==> config.mk <==
export PLATFORM = sky130hd
export DESIGN_NAME = dot_vector_stream_buffer
export DESIGN_NICKNAME = d
export VERILOG_FILES = /design/src/rtl/dot_pkg.sv /design/src/rtl/dot_pingpong_bank.sv /design/src/rtl/dot_vector_stream_buffer.sv
export SDC_FILE = /design/constraint.sdc
export NUM_CORES = 1
export LEC_CHECK = 0
export CORE_MARGIN = 3
export CORE_UTILIZATION = 50
export CTS_CLUSTER_SIZE = 10
export DETAILED_ROUTE_END_ITERATION = 8
export GPL_ROUTABILITY_DRIVEN = 0
export PLACE_DENSITY_LB_ADDON = 0.15
export SLEW_MARGIN = 20
export SYNTH_ARGS = -nofsm -noshare
export SYNTH_HDL_FRONTEND = slang
export SYNTH_HIERARCHICAL = 1
export SYNTH_SLANG_ARGS = --single-unit
==> constraint.sdc <==
create_clock -name clk -period 2 [get_ports clk]
set_input_delay 0.6 -clock clk [delete_from_list [all_inputs] [get_ports clk]]
set_output_delay 0.6 -clock clk [all_outputs]
set_load 0.02 [all_outputs]
==> src/rtl/dot_pkg.sv <==
// Shared types and helpers for the dot-product operand stream buffer.
package dot_pkg;

  localparam int DOT_DATA_WIDTH = 8;
  // Widest element index the beat tag can carry
  localparam int TAG_IDX_W      = 16;

  typedef struct packed {
    logic                 first;
    logic                 last;
    logic [TAG_IDX_W-1:0] elem_idx;
  } beat_tag_t;

  function automatic int clog2(input int value);
    int r;
    r = 0;
    while ((1 << r) < value) r = r + 1;
    return r;
  endfunction

endpackage

==> src/rtl/dot_pingpong_bank.sv <==
// Two-bank element store: synchronous single-element write,
// combinational LANES-wide read starting at an element index.
module dot_pingpong_bank
  import dot_pkg::*;
#(
  parameter int DATA_WIDTH = DOT_DATA_WIDTH,
  parameter int VECTOR_LEN = 4,
  parameter int LANES      = 1,
  parameter int IDX_W      = 2
) (
  input  logic                        clk,
  input  logic                        wr_en,
  input  logic                        wr_bank,
  input  logic [IDX_W-1:0]            wr_idx,
  input  logic [DATA_WIDTH-1:0]       wr_data,
  input  logic                        rd_bank,
  input  logic [IDX_W-1:0]            rd_base,
  output logic [LANES*DATA_WIDTH-1:0] rd_data
);

  logic [DATA_WIDTH-1:0] mem [2][VECTOR_LEN];

  // Element write; storage is deliberately left without reset
  always_ff @(posedge clk) begin
    if (wr_en) mem[wr_bank][wr_idx] <= wr_data;
  end

  // Gather LANES consecutive elements, lane 0 in the LSBs
  always_comb begin
    rd_data = '0;
    for (int l = 0; l < LANES; l++) begin
      rd_data[l*DATA_WIDTH +: DATA_WIDTH] = mem[rd_bank][rd_base + IDX_W'(l)];
    end
  end

endmodule

==> src/rtl/dot_vector_stream_buffer.sv <==
// Ping-pong operand buffer for the dot-product MAC: host writes A/B element
// pairs into one bank while the other bank streams out as LANES-wide beats.
module dot_vector_stream_buffer
  import dot_pkg::*;
#(
  parameter  int DATA_WIDTH = DOT_DATA_WIDTH,
  parameter  int VECTOR_LEN = 4,
  parameter  int LANES      = 1,
  parameter  int CNT_WIDTH  = 16,
  localparam int BEATS      = VECTOR_LEN / LANES,
  localparam int IDX_W      = (clog2(VECTOR_LEN) < 1) ? 1 : clog2(VECTOR_LEN),
  localparam int BEAT_W     = (clog2(BEATS) < 1) ? 1 : clog2(BEATS)
) (
  input  logic                        clk,
  input  logic                        rst_n,
  input  logic                        flush,
  input  logic                        wr_valid,
  output logic                        wr_ready,
  input  logic [DATA_WIDTH-1:0]       wr_data_a,
  input  logic [DATA_WIDTH-1:0]       wr_data_b,
  output logic                        rd_valid,
  input  logic                        rd_ready,
  output logic [LANES*DATA_WIDTH-1:0] rd_data_a,
  output logic [LANES*DATA_WIDTH-1:0] rd_data_b,
  output logic                        rd_first,
  output logic                        rd_last,
  output logic [IDX_W-1:0]            rd_elem_idx,
  output logic [1:0]                  bank_full,
  output logic [CNT_WIDTH-1:0]        vec_count
);

  logic                        wr_bank, rd_bank;
  logic [IDX_W-1:0]            wr_idx;
  logic [BEAT_W-1:0]           rd_beat;
  logic [1:0]                  full, full_nxt;
  logic                        wr_fire, wr_done, ld, ld_last, rd_fire, beat_is_last;
  logic [IDX_W-1:0]            rd_base;
  logic [LANES*DATA_WIDTH-1:0] bank_a, bank_b;

  logic                        vld_p1;
  logic [LANES*DATA_WIDTH-1:0] data_a_p1, data_b_p1;
  beat_tag_t                   tag_p1;
  logic [CNT_WIDTH-1:0]        cnt;
  logic                        unused_tag_bits;

  dot_pingpong_bank #(
    .DATA_WIDTH(DATA_WIDTH), .VECTOR_LEN(VECTOR_LEN), .LANES(LANES), .IDX_W(IDX_W)
  ) u_bank_a (
    .clk(clk), .wr_en(wr_fire), .wr_bank(wr_bank), .wr_idx(wr_idx), .wr_data(wr_data_a),
    .rd_bank(rd_bank), .rd_base(rd_base), .rd_data(bank_a)
  );

  dot_pingpong_bank #(
    .DATA_WIDTH(DATA_WIDTH), .VECTOR_LEN(VECTOR_LEN), .LANES(LANES), .IDX_W(IDX_W)
  ) u_bank_b (
    .clk(clk), .wr_en(wr_fire), .wr_bank(wr_bank), .wr_idx(wr_idx), .wr_data(wr_data_b),
    .rd_bank(rd_bank), .rd_base(rd_base), .rd_data(bank_b)
  );

  // Handshake decode and full-flag update; flush masks every transfer
  always_comb begin
    wr_ready     = !full[wr_bank];
    wr_fire      = wr_valid && !full[wr_bank] && !flush;
    wr_done      = wr_fire && (wr_idx == IDX_W'(VECTOR_LEN - 1));
    rd_fire      = vld_p1 && rd_ready;
    ld           = full[rd_bank] && (!vld_p1 || rd_ready) && !flush;
    beat_is_last = (rd_beat == BEAT_W'(BEATS - 1));
    ld_last      = ld && beat_is_last;
    rd_base      = IDX_W'(int'(rd_beat) * LANES);
    full_nxt     = full;
    if (wr_done) full_nxt[wr_bank] = 1'b1;
    if (ld_last) full_nxt[rd_bank] = 1'b0;
  end

  // Write/read pointers and per-bank full flags
  always_ff @(posedge clk or negedge rst_n) begin
    if (!rst_n) begin
      wr_bank <= 1'b0;
      wr_idx  <= '0;
      rd_bank <= 1'b0;
      rd_beat <= '0;
      full    <= 2'b00;
    end else if (flush) begin
      wr_bank <= 1'b0;
      wr_idx  <= '0;
      rd_bank <= 1'b0;
      rd_beat <= '0;
      full    <= 2'b00;
    end else begin
      full <= full_nxt;
      if (wr_done) begin
        wr_bank <= !wr_bank;
        wr_idx  <= '0;
      end else if (wr_fire) begin
        wr_idx  <= wr_idx + IDX_W'(1);
      end
      if (ld_last) begin
        rd_bank <= !rd_bank;
        rd_beat <= '0;
      end else if (ld) begin
        rd_beat <= rd_beat + BEAT_W'(1);
      end
    end
  end

  // ---- stage p1: registered output beat, held while the consumer stalls ----
  always_ff @(posedge clk or negedge rst_n) begin
    if (!rst_n) begin
      vld_p1    <= 1'b0;
      data_a_p1 <= '0;
      data_b_p1 <= '0;
      tag_p1    <= '0;
    end else if (flush) begin
      vld_p1    <= 1'b0;
      data_a_p1 <= '0;
      data_b_p1 <= '0;
      tag_p1    <= '0;
    end else if (ld) begin
      vld_p1          <= 1'b1;
      data_a_p1       <= bank_a;
      data_b_p1       <= bank_b;
      tag_p1.first    <= (rd_beat == '0);
      tag_p1.last     <= beat_is_last;
      tag_p1.elem_idx <= TAG_IDX_W'(rd_base);
    end else if (rd_fire) begin
      vld_p1 <= 1'b0;
    end
  end

  // Delivered-vector counter, survives flush and wraps naturally
  always_ff @(posedge clk or negedge rst_n) begin
    if (!rst_n) begin
      cnt <= '0;
    end else if (rd_fire && tag_p1.last && !flush) begin
      cnt <= cnt + CNT_WIDTH'(1);
    end
  end

  assign unused_tag_bits = ^tag_p1.elem_idx;
  assign rd_valid        = vld_p1;
  assign rd_data_a       = data_a_p1;
  assign rd_data_b       = data_b_p1;
  assign rd_first        = tag_p1.first;
  assign rd_last         = tag_p1.last;
  assign rd_elem_idx     = tag_p1.elem_idx[IDX_W-1:0];
  assign bank_full       = full;
  assign vec_count       = cnt;

endmodule

# ---- Word-level counts from Yosys, hierarchy flattened
# Memories as Yosys holds them, arrays and structs flattened.
# Cells that the tools add are included.
dict set report op_classes {
  add_sub_neg 3
  n_mul 0
  div_mod_pow 0
  n_lt_le_gt_ge 7
  eq_ne 2
  shift 0
  mux 40
  bitwise_logic 5
  n_reduce_logical 25
}
# operator count
set ops {}
lappend ops {{$mux 8} 9}
lappend ops {{$mux 18} 2}
lappend ops {{$bmux 8 s2} 2}
lappend ops {{$mux 32} 1}
lappend ops {{$mux 2} 9}
lappend ops {{$add 16x1->16 const B} 1}
lappend ops {{$demux 8 s2} 1}
lappend ops {{$mux 1} 14}
lappend ops {{$logic_and 1x1->1} 12}
lappend ops {{$reduce_bool 3->1} 3}
lappend ops {{$ge 3x3->1 const B} 2}
lappend ops {{$not 2->3} 2}
lappend ops {{$reduce_bool 2->1} 3}
lappend ops {{$logic_not 1->1} 5}
lappend ops {{$add 2x1->2 const B} 2}
lappend ops {{$eq 2x2->1 const B} 2}
lappend ops {{$lt 1x2->1 const B} 2}
lappend ops {{$lt 3x1->1 const B} 1}
lappend ops {{$and 2x2->2} 1}
lappend ops {{$demux 1 s1} 2}
lappend ops {{$ge 1x1->1 const B} 2}
lappend ops {{$logic_not 2->1} 1}
lappend ops {{$not 2->2} 1}
lappend ops {{$or 2x2->2} 1}
lappend ops {{$logic_or 1x1->1} 1}
dict set report word_totals {
  ff_bits 45
  latch_bits 0
  mem_bits_rw 128
  rom_bits 0
  input_bits 21
  out_inout_bits 40
  wordCells 96
  n_memories 2
}
# memory words width read_ports rd_clocked_by_memory_dff wr line
set memory_table {}
lappend memory_table {u_bank_a.mem 2 32 1 0 1 dot_pingpong_bank.sv:21} ;# logic [DATA_WIDTH-1:0] mem [2][VECTOR_LEN];
lappend memory_table {u_bank_b.mem 2 32 1 0 1 dot_pingpong_bank.sv:21}

# ---- Logic depth before layout (Yosys ltp)
dict set report depth {
  ltp_word 10
  ltp_mapped 6
  mapped_depth_nobuf 5
}

# ---- Cells and area by module
# The synthesis kept the hierarchy.
# mod n_inst cells_each area_each_um2 seq_area_each_um2
set by_module_without_submodules {}
lappend by_module_without_submodules {dot_pingpong_bank 2 106 2531.2 1921.8}
lappend by_module_without_submodules {dot_vector_stream_buffer 1 197 2016.9 1126.1}

# ---- Worst setup path before layout
# Ideal clock, no wire load.
dict set report synth_path {
  path_type {flip-flop to flip-flop}
  from {reg wr_bank}
  to {mem u_bank_a/mem[0][24] (netlist bit), enable pin}
  setup_time_ns 0.383
  arrival_ns 2.204
  t_required_ns 1.617
  slack_ns -0.587
  stages_incl_launch_ff 6
  path_buffers 0
  synth_period_minus_slack_ns 2.587
  path_cell_list {dfrtp_1 mux2i_1 nand2_1 nor2_1 nand2b_1 nor3_1}
}
dict set report synth_between {
  elab_chain_len 7
}
# element line
set synth_rtl {}
lappend synth_rtl {{start, declared} dot_vector_stream_buffer.sv:32} ;# logic wr_bank, rd_bank;
lappend synth_rtl {{start signal, assigned} dot_vector_stream_buffer.sv:92} ;# wr_bank <= !wr_bank;
lappend synth_rtl {{$mux 1 (2 in series)} --}
lappend synth_rtl {{$logic_not 1->1} --}
lappend synth_rtl {{net wr_ready} dot_vector_stream_buffer.sv:18} ;# output logic wr_ready,
lappend synth_rtl {{$logic_and 1x1->1 (2 in series)} dot_vector_stream_buffer.sv:63} ;# wr_fire = wr_valid && !full[wr_bank] && !flush;
lappend synth_rtl {{net wr_fire} dot_vector_stream_buffer.sv:36} ;# logic wr_fire, wr_done, ld, ld_last, rd_fire, beat_is_last;
lappend synth_rtl {{$mux 1} dot_pingpong_bank.sv:25} ;# if (wr_en) mem[wr_bank][wr_idx] <= wr_data;
lappend synth_rtl {{$mux 32 (not written as such)} dot_pingpong_bank.sv:25}
lappend synth_rtl {{end, declared} dot_pingpong_bank.sv:21}
# The timed path passes the listed nets, and every way through them passes these cells. The select of a mux whose other input is x is not followed.

# ---- Worst setup path in the final report
dict set report layout_path {
  from {reg data_b_p1[2] (netlist: rd_data_b[2])}
  to {out rd_data_b[2]}
}
# element line
set layout_rtl {}
lappend layout_rtl {{start, declared} dot_vector_stream_buffer.sv:41} ;# logic [LANES*DATA_WIDTH-1:0] data_a_p1, data_b_p1;
lappend layout_rtl {{start signal, assigned} dot_vector_stream_buffer.sv:121} ;# data_b_p1 <= bank_b;
lappend layout_rtl {{end, declared} dot_vector_stream_buffer.sv:24} ;# output logic [LANES*DATA_WIDTH-1:0] rd_data_b,
# No word-level cell between the ends.

==> key figures <==
Outcome
  • Status: completed

Floorplanning
  • # rows: 42
  • Die Ht: about 120 µm
  • Initial Util: between 50% and 60%
  • I/O pin count: between 60 and 70
  • Die width: 125.0 µm
  • Placeable Area: 13560 µm²
  • DIE AREA: approximately 16000 µm²

Placement
  • Dpl cells: ~660
  • PortBufs: 60
  • Placed wire-length estimate: 8920 µm
  • Pre-CTS WS: -0.2715 ns
  • Placed Instance Area: 8338 µm²

Logic synthesis
  • Cells after Synth: 409
  • Cell Area, Synth: 7079 µm²
  • Post-synthesis cell type count: 37
  • Syn nets: 434
  • Register area share after synthesis: approximately 70%
  • #FFs+latches synth: 173
  • Syn. warnings: 6
  • Ys async rst share: between 20% and 30%
  • Syn Area/Cell: between 15 and 20 µm²
  • Leading area contributor after synthesis: edfxtp_1
  • EDFF count, synth: 128
  • Synth Flop Type: edfxtp_1
  • Top cell type's share of synthesized area: 54.29%
  • Synth area leaders: edfxtp_1, dfrtp_1, mux4_1

Global route
  • GRT Residual Overflow: 0
  • Initial antenna violation count: 0
  • Gr usage total: a little under a fifth
  • Largest net degree at the start of global routing: 37
  • Vias in the first global route: approximately 3800
  • First-pass GRT wire length: 21660 µm

Finish
  • Cell area after layout: 8905 µm²
  • Antenna Cells: 0
  • Layout cell share with drive strength beyond 1: roughly 22%
  • Synth-to-Final Area Change: 25.79%
  • Layout Cells excl Fill: slightly below 700
  • Layout Nets: about 530
  • # fillers: 960

Power and ir drop
  • Pwr dens: about 840 nW/µm²
  • Pint: between 5 and 6 mW
  • Switching Share: about a fifth
  • Clk pwr share: between 40% and 50%
  • IR drop worst, VDD: between 0.0006 and 0.0007 V
  • Part of the power in combinational logic: ~4.0%
  • Seq pwr share: 53.0%
  • Net Sw Power: roughly 1.5 mW
  • Lkg Pwr: around 3.5 nW

Critical path
  • Delay of the slowest cell on the worst path: roughly 0.6 ns
  • Worst path cell trace: clkdlybuf4s50_1
  • WS Path Type: reg2out
  • Crit end category: output port
  • Crit path launch type: register
  • Data required, critical path: about 1.4 ns
  • Sum of buffers and inverters on the critical path: 1
  • Arrival time of the worst setup path: 1.36 ns
  • Worst Path Max Fanout: 2
  • Delay-heaviest family, CP: buffers and inverters
  • CP max stage cell: clkdlybuf4s50_1

Drt
  • Via/cell ratio: 5.453
  • Routed vias: 3779
  • DRC Markers: 0
  • First DRT Iteration DRCs: about 280
  • Detailed Routing Iterations Pass 1: 4
  • Wire per inst: 19.37 µm
  • Routed Antenna Nets: 0
  • Final wirelength: between 10000 and 15000 µm

Clocking
  • Postcts setup bufs: 0
  • Sink Count: around 170
  • CTS clock-pin slew for the worst setup and hold paths: approximately 0.06 ns
  • Worst-Skew Late Latency: between 0.4 and 0.5 ns
  • Clock root buffer: clkbuf_16
  • Hold_buf cts: 0
  • TritonCTS clock tree: built
  • Max clock buf depth: 2
  • CTS buffer count: 17
  • # H-tree levels: 4

Timing
  • Setup-failing EPs final: 0
  • Setup Skew: around 0.0093 ns
  • Final min period: a little under 2 ns
  • Fin crit share: a little over nine tenths
  • TNS Setup: 0 ns
  • Worst Tran Pin Value: roughly 0.50 ns
  • F_max: 0.5111 GHz
  • Hold Vio Cnt, Final: 0
  • Max-Slew Margin vs Limit: between 60% and 70%
  • Final slew viol count: 0
  • Final setup margin: between 0.04 and 0.05 ns

Hold path
  • Worst hold-check path type: in2async

Job
  • Max cap viols: 0
-- placed cells by master (no fill, tap or decap), drive strengths merged, types with 17 or more instances in the layout --
cell and instances:
mux4 32, edfxtp 128, dfrtp 45, dlygate4sd2 28
buf 36, nand2 57, mux2 17, a21oi 24
nor2 22, clkbuf 17, clkdlybuf4s50 21
-- cells in the mapped netlist, types with 5 or more instances --
| cell type | instances |
|---|---|
| a21oi_1 | 24 |
| clkbuf_1 | 5 |
| dfrtp_1 | 45 |
| edfxtp_1 | 128 |
| inv_1 | 5 |
| mux2_2 | 16 |
| mux4_1 | 30 |
| nand2_1 | 56 |
| nand2b_1 | 6 |
| nand3_1 | 8 |
| nor2_1 | 22 |
| xnor2_1 | 11 |
| xor2_1 | 7 |
-- final cells by class --
| type | instances | area, µm² | share of cell area, % |
|---|---|---|---|
| flip-flops and latches | 173 | 4971 | 55.82 |
| multi-input cells | 213 | 2090 | 23.46 |
| repair buffers | 94 | 1021 | 11.47 |
| clock buffers | 17 | 425.4 | 4.777 |
| well taps | 176 | 220.2 | 2.473 |
| clock inverters | 15 | 158.9 | 1.784 |
| inverters | 5 | 18.77 | 0.2108 |
-- stage by stage --
step | hold slack (ns) | utilization [%] | power [mW]
floorplan | 0.3044 | - | 4.136
global placement | 0.4595 | 61.50 | 4.312
detailed placement | 0.4716 | 61.50 | 4.319
CTS | 0.1029 | 65.51 | 7.523
global route | 0.1143 | 65.68 | 7.698
finish | 0.1103 | 65.68 | 7.437
-- registers in the layout (all words and copies together), names as in the netlist --
| register | cells |
|---|---|
| u_bank_a/mem | 64 |
| u_bank_b/mem | 64 |
| vec_count | 16 |
| rd_data_a | 8 |
| rd_data_b | 8 |
| bank_full | 2 |
| rd_beat | 2 |
| rd_elem_idx | 2 |
| wr_idx | 2 |
| rd_bank | 1 |
| rd_first | 1 |
| rd_last | 1 |
| rd_valid | 1 |
| wr_bank | 1 |
-- power groups by stage --
stage               sequential, mW  combinational [mW]  clock (mW)
CTS                           3.94               0.303        3.28
finish                        3.94               0.297        3.20
floorplan                     4.01               0.123           0
global placement              4.01               0.297           0
detailed placement            4.02               0.303           0
global route                  3.94               0.325        3.43
-- per-layer routing --
layer | up-vias | track usage, % | part of all wire [%]
li1 | 1782 | - | -
met1 | 1897 | 26.33 | 47
met2 | 88 | 27.90 | 47
met3 | 12 | 4.435 | 4.7
met4 | 0 | 5.612 | 1.1
met5 | - | 0 | 0
-- final timing paths --
kind                                      startpoint                       endpoint  slack [ns]  cells past startpoint
setup / recovery            rd_data_b[2]$_DFFE_PN0P_                   rd_data_b[2]        0.04                      1
hold / removal                                 rst_n         bank_full[1]$_DFF_PN0_        0.11                      1
setup reg to reg                 wr_bank$_DFFE_PN0P_  u_bank_a/mem[0][26]$_DFFE_PP_        0.14                      6
hold reg to reg            vec_count[15]$_DFFE_PN0P_      vec_count[15]$_DFFE_PN0P_        0.47                      1
max in group asynchronous                      rst_n       rd_data_b[7]$_DFFE_PN0P_        1.38                      2
min in group clk           vec_count[15]$_DFFE_PN0P_      vec_count[15]$_DFFE_PN0P_        0.47                      1
-- cell families after synthesis --
logic type | Yosys count | share of synthesized area [%]
buf+inv | 23 | 2.262
mux | 51 | 14.81
simple gates | 112 | 7.671
compound gates | 28 | 2.121
xor+xnor | 18 | 2.227
flops | 173 | 70.20
fa+ha+maj | 4 | 0.7070
-- what timing repair did --
action                                  4_1_cts  5_1_grt
gates resized for setup                      32        9
gates cloned                                  0        0
endpoints found under the setup margin       29        9
(Power assumes the default switching activity.)
